==> src/rtl/mem_req_arb_2to1.sv <==
// mem_req_arb_2to1
//   Merges two requester-side val/rdy memory ports onto one downstream memory
//   port. Requests are granted round-robin. The port ID of every issued
//   request is queued in an in-order ID FIFO, and each downstream response
//   is steered back to the port at the head of that FIFO. The downstream
//   memory must therefore answer in request order.
//
// Ports
//   clk, reset                      single clock, synchronous active-high reset
//   memreq0_* / memreq1_*           client request ports (val/rdy/msg, in)
//   memresp0_* / memresp1_*         client response ports (val/rdy/msg, out)
//   mem_memreq_*                    downstream request port (out)
//   mem_memresp_*                   downstream response port (in)
//
// Request and response messages pass through unmodified. The message width
// follows the standard mem message layout: type(3) + opaque + addr + len + data.
module mem_req_arb_2to1 #(
    parameter int p_opaque_nbits    = 8,
    parameter int p_addr_nbits      = 32,
    parameter int p_data_nbits      = 32,
    parameter int p_max_outstanding = 4,
    localparam int c_len_nbits  = $clog2(p_data_nbits / 8),
    localparam int c_req_nbits  = 3 + p_opaque_nbits + p_addr_nbits + c_len_nbits + p_data_nbits,
    localparam int c_resp_nbits = 3 + p_opaque_nbits + c_len_nbits + p_data_nbits
) (
    input  logic                    clk,
    input  logic                    reset,

    input  logic                    memreq0_val,
    output logic                    memreq0_rdy,
    input  logic [c_req_nbits-1:0]  memreq0_msg,

    input  logic                    memreq1_val,
    output logic                    memreq1_rdy,
    input  logic [c_req_nbits-1:0]  memreq1_msg,

    output logic                    memresp0_val,
    input  logic                    memresp0_rdy,
    output logic [c_resp_nbits-1:0] memresp0_msg,

    output logic                    memresp1_val,
    input  logic                    memresp1_rdy,
    output logic [c_resp_nbits-1:0] memresp1_msg,

    output logic                    mem_memreq_val,
    input  logic                    mem_memreq_rdy,
    output logic [c_req_nbits-1:0]  mem_memreq_msg,

    input  logic                    mem_memresp_val,
    output logic                    mem_memresp_rdy,
    input  logic [c_resp_nbits-1:0] mem_memresp_msg
);

    localparam int c_cnt_nbits = $clog2(p_max_outstanding + 1);
    localparam int c_ptr_nbits = (p_max_outstanding > 1) ? $clog2(p_max_outstanding) : 1;
    localparam logic [c_cnt_nbits-1:0] c_max_count = c_cnt_nbits'(p_max_outstanding);
    localparam logic [c_ptr_nbits-1:0] c_last_ptr  = c_ptr_nbits'(p_max_outstanding - 1);

    // prio: 0 means port 0 wins a tie
    logic                         prio_q,  prio_d;
    logic [p_max_outstanding-1:0] ids_q,   ids_d;
    logic [c_ptr_nbits-1:0]       head_q,  head_d;
    logic [c_ptr_nbits-1:0]       tail_q,  tail_d;
    logic [c_cnt_nbits-1:0]       count_q, count_d;

    logic can_issue;
    logic grant0;
    logic grant1;
    logic nonempty;
    logic head_id;
    logic req_fire;
    logic resp_fire;

    // Pointers wrap at the FIFO depth, which need not be a power of two.
    function automatic logic [c_ptr_nbits-1:0] ptr_inc(input logic [c_ptr_nbits-1:0] ptr);
        return (ptr == c_last_ptr) ? '0 : ptr + 1'b1;
    endfunction

    always_comb begin
        can_issue = (count_q < c_max_count);
        nonempty  = (count_q != '0);
        head_id   = ids_q[head_q];

        // Request side: round-robin grant, gated only by FIFO space and the
        // downstream ready, so no response signal reaches memreqK_rdy.
        grant0 = can_issue & memreq0_val & (~memreq1_val | ~prio_q);
        grant1 = can_issue & memreq1_val & (~memreq0_val |  prio_q);

        mem_memreq_val = grant0 | grant1;
        mem_memreq_msg = grant1 ? memreq1_msg : memreq0_msg;
        memreq0_rdy    = grant0 & mem_memreq_rdy;
        memreq1_rdy    = grant1 & mem_memreq_rdy;

        // Response side: only the head port may take the response, so a
        // stalled head port blocks responses for the other port.
        memresp0_val    = mem_memresp_val & nonempty & ~head_id;
        memresp1_val    = mem_memresp_val & nonempty &  head_id;
        memresp0_msg    = mem_memresp_msg;
        memresp1_msg    = mem_memresp_msg;
        mem_memresp_rdy = nonempty & (head_id ? memresp1_rdy : memresp0_rdy);

        req_fire  = mem_memreq_val & mem_memreq_rdy;
        resp_fire = mem_memresp_val & mem_memresp_rdy;

        prio_d  = prio_q;
        ids_d   = ids_q;
        head_d  = head_q;
        tail_d  = tail_q;
        count_d = count_q;

        if (req_fire) begin
            ids_d[tail_q] = grant1;
            tail_d        = ptr_inc(tail_q);
            prio_d        = grant0;  // the port just served loses the next tie
        end
        if (resp_fire) begin
            head_d = ptr_inc(head_q);
        end
        case ({req_fire, resp_fire})
            2'b10:   count_d = count_q + 1'b1;
            2'b01:   count_d = count_q - 1'b1;
            default: count_d = count_q;
        endcase
    end

    // ID storage is only read when count is nonzero, so it needs no reset.
    always_ff @(posedge clk) begin
        ids_q <= ids_d;
        if (reset) begin
            prio_q  <= 1'b0;
            head_q  <= '0;
            tail_q  <= '0;
            count_q <= '0;
        end else begin
            prio_q  <= prio_d;
            head_q  <= head_d;
            tail_q  <= tail_d;
            count_q <= count_d;
        end
    end

`ifndef SYNTHESIS
    // A response with nothing outstanding has no port to go to.
    resp_without_req_a: assert property (@(posedge clk) disable iff (reset)
        !(mem_memresp_val && (count_q == '0)));

    ctrl_known_a: assert property (@(posedge clk) disable iff (reset)
        !$isunknown({memreq0_val, memreq1_val, memresp0_rdy, memresp1_rdy,
                     mem_memreq_rdy, mem_memresp_val}));
`endif

endmodule

==> config.mk <==
export PLATFORM = sky130hd
export DESIGN_NAME = mem_req_arb_2to1
export DESIGN_NICKNAME = d
export VERILOG_FILES = /design/src/rtl/mem_req_arb_2to1.sv
export SDC_FILE = /design/constraint.sdc
export NUM_CORES = 1
export LEC_CHECK = 0
export BUFFER_PORTS_ARGS = -buffer_cell sky130_fd_sc_hd__buf_2
export CORE_AREA = 10 10 140 142
export DETAILED_ROUTE_END_ITERATION = 7
export DIE_AREA = 0 0 150 152
export PLACE_DENSITY = 0.45
export SYNTH_ARGS = -nofsm -noshare
export SYNTH_HDL_FRONTEND = slang
export SYNTH_SLANG_ARGS = --single-unit
==> constraint.sdc <==
create_clock -name clk -period 3.4 [get_ports clk]
set_input_delay 0.34 -clock clk [delete_from_list [all_inputs] [get_ports clk]]
set_output_delay 0.34 -clock clk [all_outputs]
set_load 0.01 [all_outputs]
# Word level (Yosys, flattened, before mapping)
# Index checks and enable logic that the tools add are counted.
dict set report word_totals {
  inputBits 207
  reg_bits 12
  elab_cells 49
  out_inout_bits 173
}
dict set report classes {
  add_sub_neg 4
  n_eq_ne 4
  n_lt_le_gt_ge 4
  reduce_logical 3
  n_mux 10
  bitwise 19
}
# op n
set op_table {}
lappend op_table {{$mux W77} 1}
lappend op_table {{$and A1 B1 Y1} 12}
lappend op_table {{$eq A2 B2 Y1 const B} 3}
lappend op_table {{$lt A2 B3 Y1 const B} 2}
lappend op_table {{$pmux W3 S2} 1}
lappend op_table {{$add A2 B1 Y2 const B} 2}
lappend op_table {{$bwmux W4} 1}
lappend op_table {{$mux W2} 2}
lappend op_table {{$not A1 Y1} 4}
lappend op_table {{$add A3 B1 Y3 const B} 1}
lappend op_table {{$lt A3 B3 Y1 const B} 1}
lappend op_table {{$mux W1} 3}
lappend op_table {{$or A1 B1 Y1} 3}
lappend op_table {{$reduce_bool A3 Y1} 1}
lappend op_table {{$sub A3 B1 Y3 const B} 1}
lappend op_table {{$bmux W1 S2} 1}
lappend op_table {{$demux W1 S2} 1}
lappend op_table {{$eq A2 B1 Y1 const B} 1}
lappend op_table {{$ge A2 B1 Y1 const B} 1}
lappend op_table {{$reduce_bool A2 Y1} 1}
lappend op_table {{$logic_and A1 B1 Y1} 1}

# Logic depth before layout (Yosys ltp)
# Gate-level depths: netlist of the first run.
dict set report logic_depth {
  word_depth 7
  ltp_mapped 10
  ltp_nobuf 9
}

# Worst setup path after synthesis of the first run
# No wires, ideal clock.
dict set report synth_timing {
  kind {reg-to-reg}
  startpoint {register head_q[0]}
  endpoint {register count_q[2]}
  t_arrival_ns 2.405
  synth_period_minus_slack_ns 2.475
  slack_ns 0.925
  t_required_ns 3.330
  stages_incl_launch_ff 9
  n_path_buf 0
  cell_sequence {dfxtp_1 mux4_2 mux2i_2 ha_1 inv_1 fa_1 xor2_1 or3_1 a21oi_1}
}
dict set report synth_between {
  elab_chain_len 7
  word_cells_on_any_way 9
  cone_classes {eq/ne: 2; mux: 4; bitwise: 2; reduce/logical: 1}
}
# item line
set synth_rtl {}
lappend synth_rtl {{start: declaration} 62} ;# logic [c_ptr_nbits-1:0] head_q, head_d;
lappend synth_rtl {{start signal: assignment} 131} ;# head_q <= '0;
lappend synth_rtl {{start signal: assignment} 136} ;# head_q <= head_d;
lappend synth_rtl {{$bmux W1 S2 (*)} 82} ;# head_id = ids_q[head_q];
lappend synth_rtl {{$mux W1 (not written as such) (*)} 82}
lappend synth_rtl {{$mux W1 (*)} 100} ;# mem_memresp_rdy = nonempty & (head_id ? memresp1_rdy : memresp0_rdy);
lappend synth_rtl {{$and A1 B1 Y1 (*)} 100}
lappend synth_rtl {{$and A1 B1 Y1 (*)} 103} ;# resp_fire = mem_memresp_val & mem_memresp_rdy;
lappend synth_rtl {{named net resp_fire} 72} ;# logic resp_fire;
lappend synth_rtl {{$eq A2 B1 Y1 or $eq A2 B2 Y1 (tied branches)} 119} ;# case ({req_fire, resp_fire})
lappend synth_rtl {{$pmux W3 S2 or $reduce_bool A2 Y1 (tied branches)} --}
lappend synth_rtl {{end signal: assignment} 138} ;# count_q <= count_d;
lappend synth_rtl {{end: declaration} 64} ;# logic [c_cnt_nbits-1:0] count_q, count_d;
# Mark *: on every way through the listed nets, which the timed path passes. The rest lies on a longest branch. The select of a mux whose other input is x is not followed.
# A chain may end at the register's enable or synchronous reset.

# Worst setup path in the final report of the first run
# Same ends and word-level chain as after synthesis.

==> impl_metrics.json, run 1 <==
{
  "synth_edf_count": 4,
  "finClkSkew_ns": 0.000564,
  "crit_start": "head_q[0]",
  "report.final.slew_viol_count": 0,
  "seqPwrFrac_pct": 20.0,
  "drive_above_1_share_pct": 65.2,
  "num_rows": 48,
  "io_buffers": 244,
  "power.switching_mw": 0.348,
  "synthTopCellsByArea": "mux2_1, buf_4, dfxtp_1",
  "max_cap_viol_count": 0,
  "clkSlewWorstSetupHoldPaths_ns": 0.04,
  "worst_pin_slew_ns": 0.538,
  "intPower_mw": 0.585,
  "synth_top_area_share_pct": 33.0,
  "vias": 2244,
  "clkPwrFrac_pct": 23.7,
  "synth_top_cell_by_area": "mux2_1",
  "antenna_left": 0,
  "switching_share_pct": 37.3,
  "r2r-start": "head_q[0]",
  "arrival_ns": 2.80,
  "ff2ff_path_depth": 8,
  "end_kind": "register",
  "powerDensity_mw_per_mm2": 289,
  "setup_viol": 0,
  "setup_tns_ns": 0,
  "die_h_microns": 152,
  "cts-root-buf": "clkbuf_16",
  "cts.sinks": 12,
  "async_flop_share_pct": 0,
  "yosysWarnings": 0,
  "worst_ep_required_time_ns": 3.58,
  "hp-class": "in -> reg",
  "endpoint": "count_q[2]",
  "synth_seq_cells": 12,
  "dp.cells": 623,
  "post_cts_buffers": 0,
  "core_area_sq_mm": 0.0169,
  "cts_resized": 0,
  "ys_top_cells_by_count": "buf_4, mux2_1, inv_1, mux2_4, nor2_1",
  "drt_iter0_drc": 55,
  "grt_pass1_vias": 2713,
  "antenna_found_initial": 2,
  "fin_cells": 627,
  "crit_fanout": 4,
  "yosysMostFrequentCell": "buf_4",
  "design_area_sq_mm": 0.00323,
  "post-route-period-util_pct": 77.1,
  "power_mw": 0.933,
  "cts_buffers": 3,
  "synth_nets": 468,
  "seq_area_frac_synth_pct": 11.9,
  "fillers": 1956,
  "clockBufferDepth": 2,
  "grt_overflow": 0,
  "status": "finished, final reports clean",
  "relSlewSlack_pct": 64.1,
  "synthCells": 254,
  "num_antenna_cells": 0,
  "grt_usage_pct": 10.1,
  "crit_type": "reg -> reg",
  "ys.flop_type": "dfxtp_1",
  "fmax_ghz": 0.382,
  "cp-start-kind": "register",
  "die_w_microns": 150,
  "die-area_sq_mm": 0.0228,
  "hpwlAfterDp_microns": 11100,
  "vias_per_cell": 3.58,
  "wirelength_microns": 12200,
  "ios": 380,
  "fin_nets": 617,
  "vdd_drop_max_v": 0.000262,
  "routabilityCongestion": 0.747,
  "finalHoldViolations": 0,
  "syn_area_sq_mm": 0.00235,
  "start_util_pct": 13.9,
  "r2r_setup_slack_ns": 0.78,
  "period_minus_slack_ns": 2.62,
  "drc_errors": 0,
  "routedWlPerCell_microns": 19.4,
  "leakage_nw": 1.66,
  "p_comb_share_pct": 56.3,
  "dpl_cell_area_sq_mm": 0.00315,
  "synth.avg_cell_area_sq_um": 9.27,
  "cts_tree": "done",
  "grt_pass1_wl_microns": 17600,
  "rsz0062_at_grt": "no",
  "cts_hold_buf": 0,
  "r2r_end": "count_q[2]",
  "dr.pass1.iters": 4,
  "grt_max_degree": 41,
  "synth.distinct_cells": 32,
  "clkLatencyLatePin_ns": 0.24,
  "post-route-util_pct": 19.1,
  "area_growth_pct": 37.2,
  "htree_num_levels": 1
}
state kept, by name, summed over array words and instances (netlist names):
register,count
ids_q,4
prio_q,1
tail_q,2
count_q,3
head_q,2
critical path, cell delays in order (launching register included):
cell and delay [ns]:
dfxtp_1 0.38, mux4_2 0.58, mux2i_2 0.32, ha_1 0.25, inv_1 0.06, fa_1 0.37, xor2_1 0.15, or3_1 0.30
a21oi_1 0.14
metal layers:
layer	vias to the layer above	part of all wire, %	global-route usage, %
met2	213	45	15.9
li1	1065	-	-
met5	-	0.16	0
met3	8	14	7.13
met4	2	0.37	0.694
met1	956	40	11.5
power groups by stage:
stage / clock (mW) / sequential (mW) / combinational, mW
CTS: 0.225 / 0.187 / 0.536
finish: 0.221 / 0.187 / 0.525
floorplan: 0 / 0.181 / 0.397
global placement: 0 / 0.189 / 0.534
global route: 0.236 / 0.191 / 0.586
detailed placement: 0 / 0.189 / 0.533
through the flow:
step / setup WS (ns) / hold WS, ns
3_5_place_dp: 0.800 / 0.486
6_report: 0.779 / 0.393
4_1_cts: 0.781 / 0.408
3_3_place_gp: 0.817 / 0.482
2_1_floorplan: 0.925 / 0.461
5_1_grt: 0.626 / 0.407
cell families (layout without fill, tap and decap cells):
kind of cell	after synthesis	in the layout	synth area share [%]
buf+inv	112	260	33.0
xor+xnor	2	2	0.744
flops	12	12	11.9
mux	82	82	41.1
compound gates	12	12	3.14
fa+ha+maj	7	7	4.04
simple gates	27	27	6.06
worst min-delay path by stage:
stage                  to    from  slack [ns]  cells after the start
2_1_floorplan      prio_q  prio_q        0.46                      2
3_3_place_gp       prio_q  prio_q        0.48                      2
3_5_place_dp       prio_q  prio_q        0.49                      2
4_1_cts         tail_q[1]   reset        0.41                      2
5_1_grt        count_q[0]   reset        0.41                      2
6_report        tail_q[1]   reset        0.39                      2
layout by cell type (no fill, tap or decap), types with 2 or more instances in the layout:
cell,Yosys,layout
inv_2,2,2
a21oi_1,5,5
nor2_1,9,9
dfxtp_1,8,8
nor2b_1,3,3
buf_2,8,244
ha_1,6,6
inv_1,9,9
clkbuf_16,0,3
o311ai_0,2,2
mux2i_1,2,2
nand2b_1,4,4
o21ai_1,2,2
and2_1,4,4
mux2_1,69,69
nor3_1,2,2
xor2_1,2,2
mux2_4,9,9
edfxtp_1,4,4
cell type report:
cell class / count / area, sq um / share of cell area [%]
well taps: 225 / 282 / 8.72
repair buffers: 245 / 1240 / 38.4
multi-input cells: 130 / 1310 / 40.4
flip-flops and latches: 12 / 280 / 8.68
inverters: 11 / 41.3 / 1.28
clock inverters: 1 / 3.75 / 0.116
clock buffers: 3 / 75.1 / 2.32
Note: power is estimated with default switching activity, not from simulation.
==> run 2, diff against run 1 <==
--- a/config.mk
+++ b/config.mk
@@ -6,10 +6,10 @@
 export NUM_CORES = 1
 export LEC_CHECK = 0
 export BUFFER_PORTS_ARGS = -buffer_cell sky130_fd_sc_hd__buf_2
-export CORE_AREA = 10 10 140 142
+export CORE_AREA = 10 10 139 141
 export DETAILED_ROUTE_END_ITERATION = 7
-export DIE_AREA = 0 0 150 152
-export PLACE_DENSITY = 0.45
+export DIE_AREA = 0 0 149 151
+export PLACE_DENSITY = 0.47
 export SYNTH_ARGS = -nofsm -noshare
 export SYNTH_HDL_FRONTEND = slang
 export SYNTH_SLANG_ARGS = --single-unit
==> constraint.sdc (replaced) <==
create_clock -name clk -period 2.1 [get_ports clk]
set_input_delay 0.21 -clock clk [delete_from_list [all_inputs] [get_ports clk]]
set_output_delay 0.21 -clock clk [all_outputs]
set_load 0.01 [all_outputs]
==> run 2 against run 1 <==
Compared with the run above: the flow now finishes with violations (setup timing); setup slack worse by 0.93 ns; via count is 4.1% higher; global-route usage is 1.4 points lower; highest routed layer is now met4.
==> impl_metrics.json, run 2 (same netlist as run 1, synthesis figures left out) <==
{
  "status": "complete, but fails checks",
  "failed_checks": "setup timing",
  "grt_util_met1_pct": 8.63,
  "rsz0062_at_grt": "yes",
  "dr.pass1.iters": 4,
  "antenna_found_initial": 0,
  "vdd_drop_max_v": 0.000268,
  "fillers": 1841,
  "post-route-period-util_pct": 107,
  "cts_buffers": 3,
  "max_cap_viol_count": 0,
  "num_rows": 47,
  "drive_above_1_share_pct": 69.0,
  "htree_num_levels": 1,
  "regMostFlops": "ids_q",
  "top_regs": "ids_q: 4 flops, count_q: 3 flops",
  "io_buffers": 244,
  "fin_nets": 638,
  "design_area_sq_mm": 0.00345,
  "report.final.slew_viol_count": 0,
  "grtUsageMet2_pct": 14.7,
  "die_w_microns": 149,
  "grt_overflow": 0,
  "ff2ff_path_depth": 8,
  "cp-start-kind": "register",
  "core_area_sq_mm": 0.0165,
  "grt-busiest-layer": "met2",
  "grt_pass1_vias": 2722,
  "powerDensity_mw_per_mm2": 465,
  "relSlewSlack_pct": 69.1,
  "largest_reg_flops": 4,
  "worst_pin_slew_ns": 0.456,
  "crit_fanout": 2,
  "setup_ws_ns": -0.147,
  "routedWlPerCell_microns": 16.9,
  "crit_type": "reg -> reg",
  "start_util_pct": 14.3,
  "endpoint": "count_q[2]",
  "die_h_microns": 151,
  "clockBufferDepth": 2,
  "hp-class": "in -> reg",
  "post-route-util_pct": 21.0,
  "setup_viol": 6,
  "cts_tree": "done",
  "grt_util_met3_pct": 7.16,
  "period_minus_slack_ns": 2.25,
  "mostFrequentLayoutCell": "buf_2",
  "cts.sinks": 12,
  "routabilityCongestion": 0.737,
  "finalHoldViolations": 0,
  "drt_iter0_drc": 67,
  "vias": 2335,
  "setup_tns_ns": -0.227,
  "worst_ep_required_time_ns": 2.28,
  "r2r_setup_slack_ns": -0.15,
  "r2r_end": "count_q[2]",
  "clkSlewWorstSetupHoldPaths_ns": 0.05,
  "grt_usage_pct": 8.76,
  "die-area_sq_mm": 0.0225,
  "arrival_ns": 2.42,
  "vias_per_cell": 3.63,
  "r2r-start": "head_q[0]",
  "clkLatencyLatePin_ns": 0.24,
  "cts-root-buf": "clkbuf_16",
  "wirelength_microns": 10900,
  "area_growth_pct": 46.6,
  "hpwlAfterDp_microns": 9990,
  "hold_depth": 2,
  "ios": 380,
  "end_kind": "register",
  "finClkSkew_ns": 0.00220,
  "crit_start": "head_q[0]",
  "antenna_left": 0,
  "cts_hold_buf": 0,
  "fmax_ghz": 0.445,
  "drc_errors": 0,
  "leakage_nw": 1.80,
  "grt_pass1_wl_microns": 15600,
  "num_antenna_cells": 0,
  "grt_max_degree": 26,
  "final_cell_mix": "buf_2, mux2_1, buf_4",
  "dpl_cell_area_sq_mm": 0.00330,
  "power_mw": 1.60
}
-- run 2: cell count changes in the layout (fill, tap and decap cells not counted), sizes merged --
cell,before,now
buf,245,266
-- run 2: where the power goes --
group / switching (mW) / leakage [nW] / internal, mW / total, mW
sequential: 0.0248 / 0.103 / 0.271 / 0.295
clock: 0.105 / 0.0385 / 0.251 / 0.356
combinational: 0.436 / 1.66 / 0.517 / 0.953
total: 0.566 / 1.80 / 1.04 / 1.60
-- run 2: how the worst min path moves through the flow --
stage,startpoint,to,slack [ns]
2_1_floorplan,memreq0_val,prio_q,0.38
3_3_place_gp,mem_memresp_msg[42],memresp0_msg[42],0.42
3_5_place_dp,mem_memresp_msg[42],memresp0_msg[42],0.42
4_1_cts,reset,count_q[0],0.28
5_1_grt,reset,count_q[0],0.29
6_report,reset,prio_q,0.27
-- run 2: area by class of cell --
| cell class | count | area, sq um | area share [%] |
|---|---|---|---|
| inverter | 11 | 41.3 | 1.20 |
| multi-input combinational | 130 | 1350 | 39.0 |
| sequential | 12 | 282 | 8.16 |
| tap | 220 | 275 | 7.98 |
| clock buffer | 3 | 75.1 | 2.18 |
| clock inverter | 1 | 3.75 | 0.109 |
| timing repair buffer | 266 | 1430 | 41.4 |
-- run 2: critical path: stages, from the launching register on --
cell     delay, ns
dfxtp_2       0.33
mux4_2        0.55
mux2i_4       0.22
ha_4          0.16
inv_2         0.03
fa_2          0.32
xor2_1        0.15
or3_1         0.30
a21oi_1       0.12
-- run 2: timing repair --
action	in CTS	in global routing
pin swaps	2	2
buffers inserted	3	1
setup endpoints to repair	65	77
gates resized for setup	6	6
-- run 2: metal layers --
metal / wire (microns) / part of all wire [%]
met3: 1840 / 17
met5: 0 / 0
met2: 5200 / 48
met1: 3810 / 35
met4: 23 / 0.21
-- run 2: stage by stage --
step,instances,setup slack (ns),hold slack [ns]
after global placement,635,-0.163,0.420
after floorplan,254,-0.221,0.381
after global routing,643,-0.194,0.291
after CTS,642,-0.181,0.278
after detailed placement,635,-0.178,0.420
final,643,-0.147,0.271
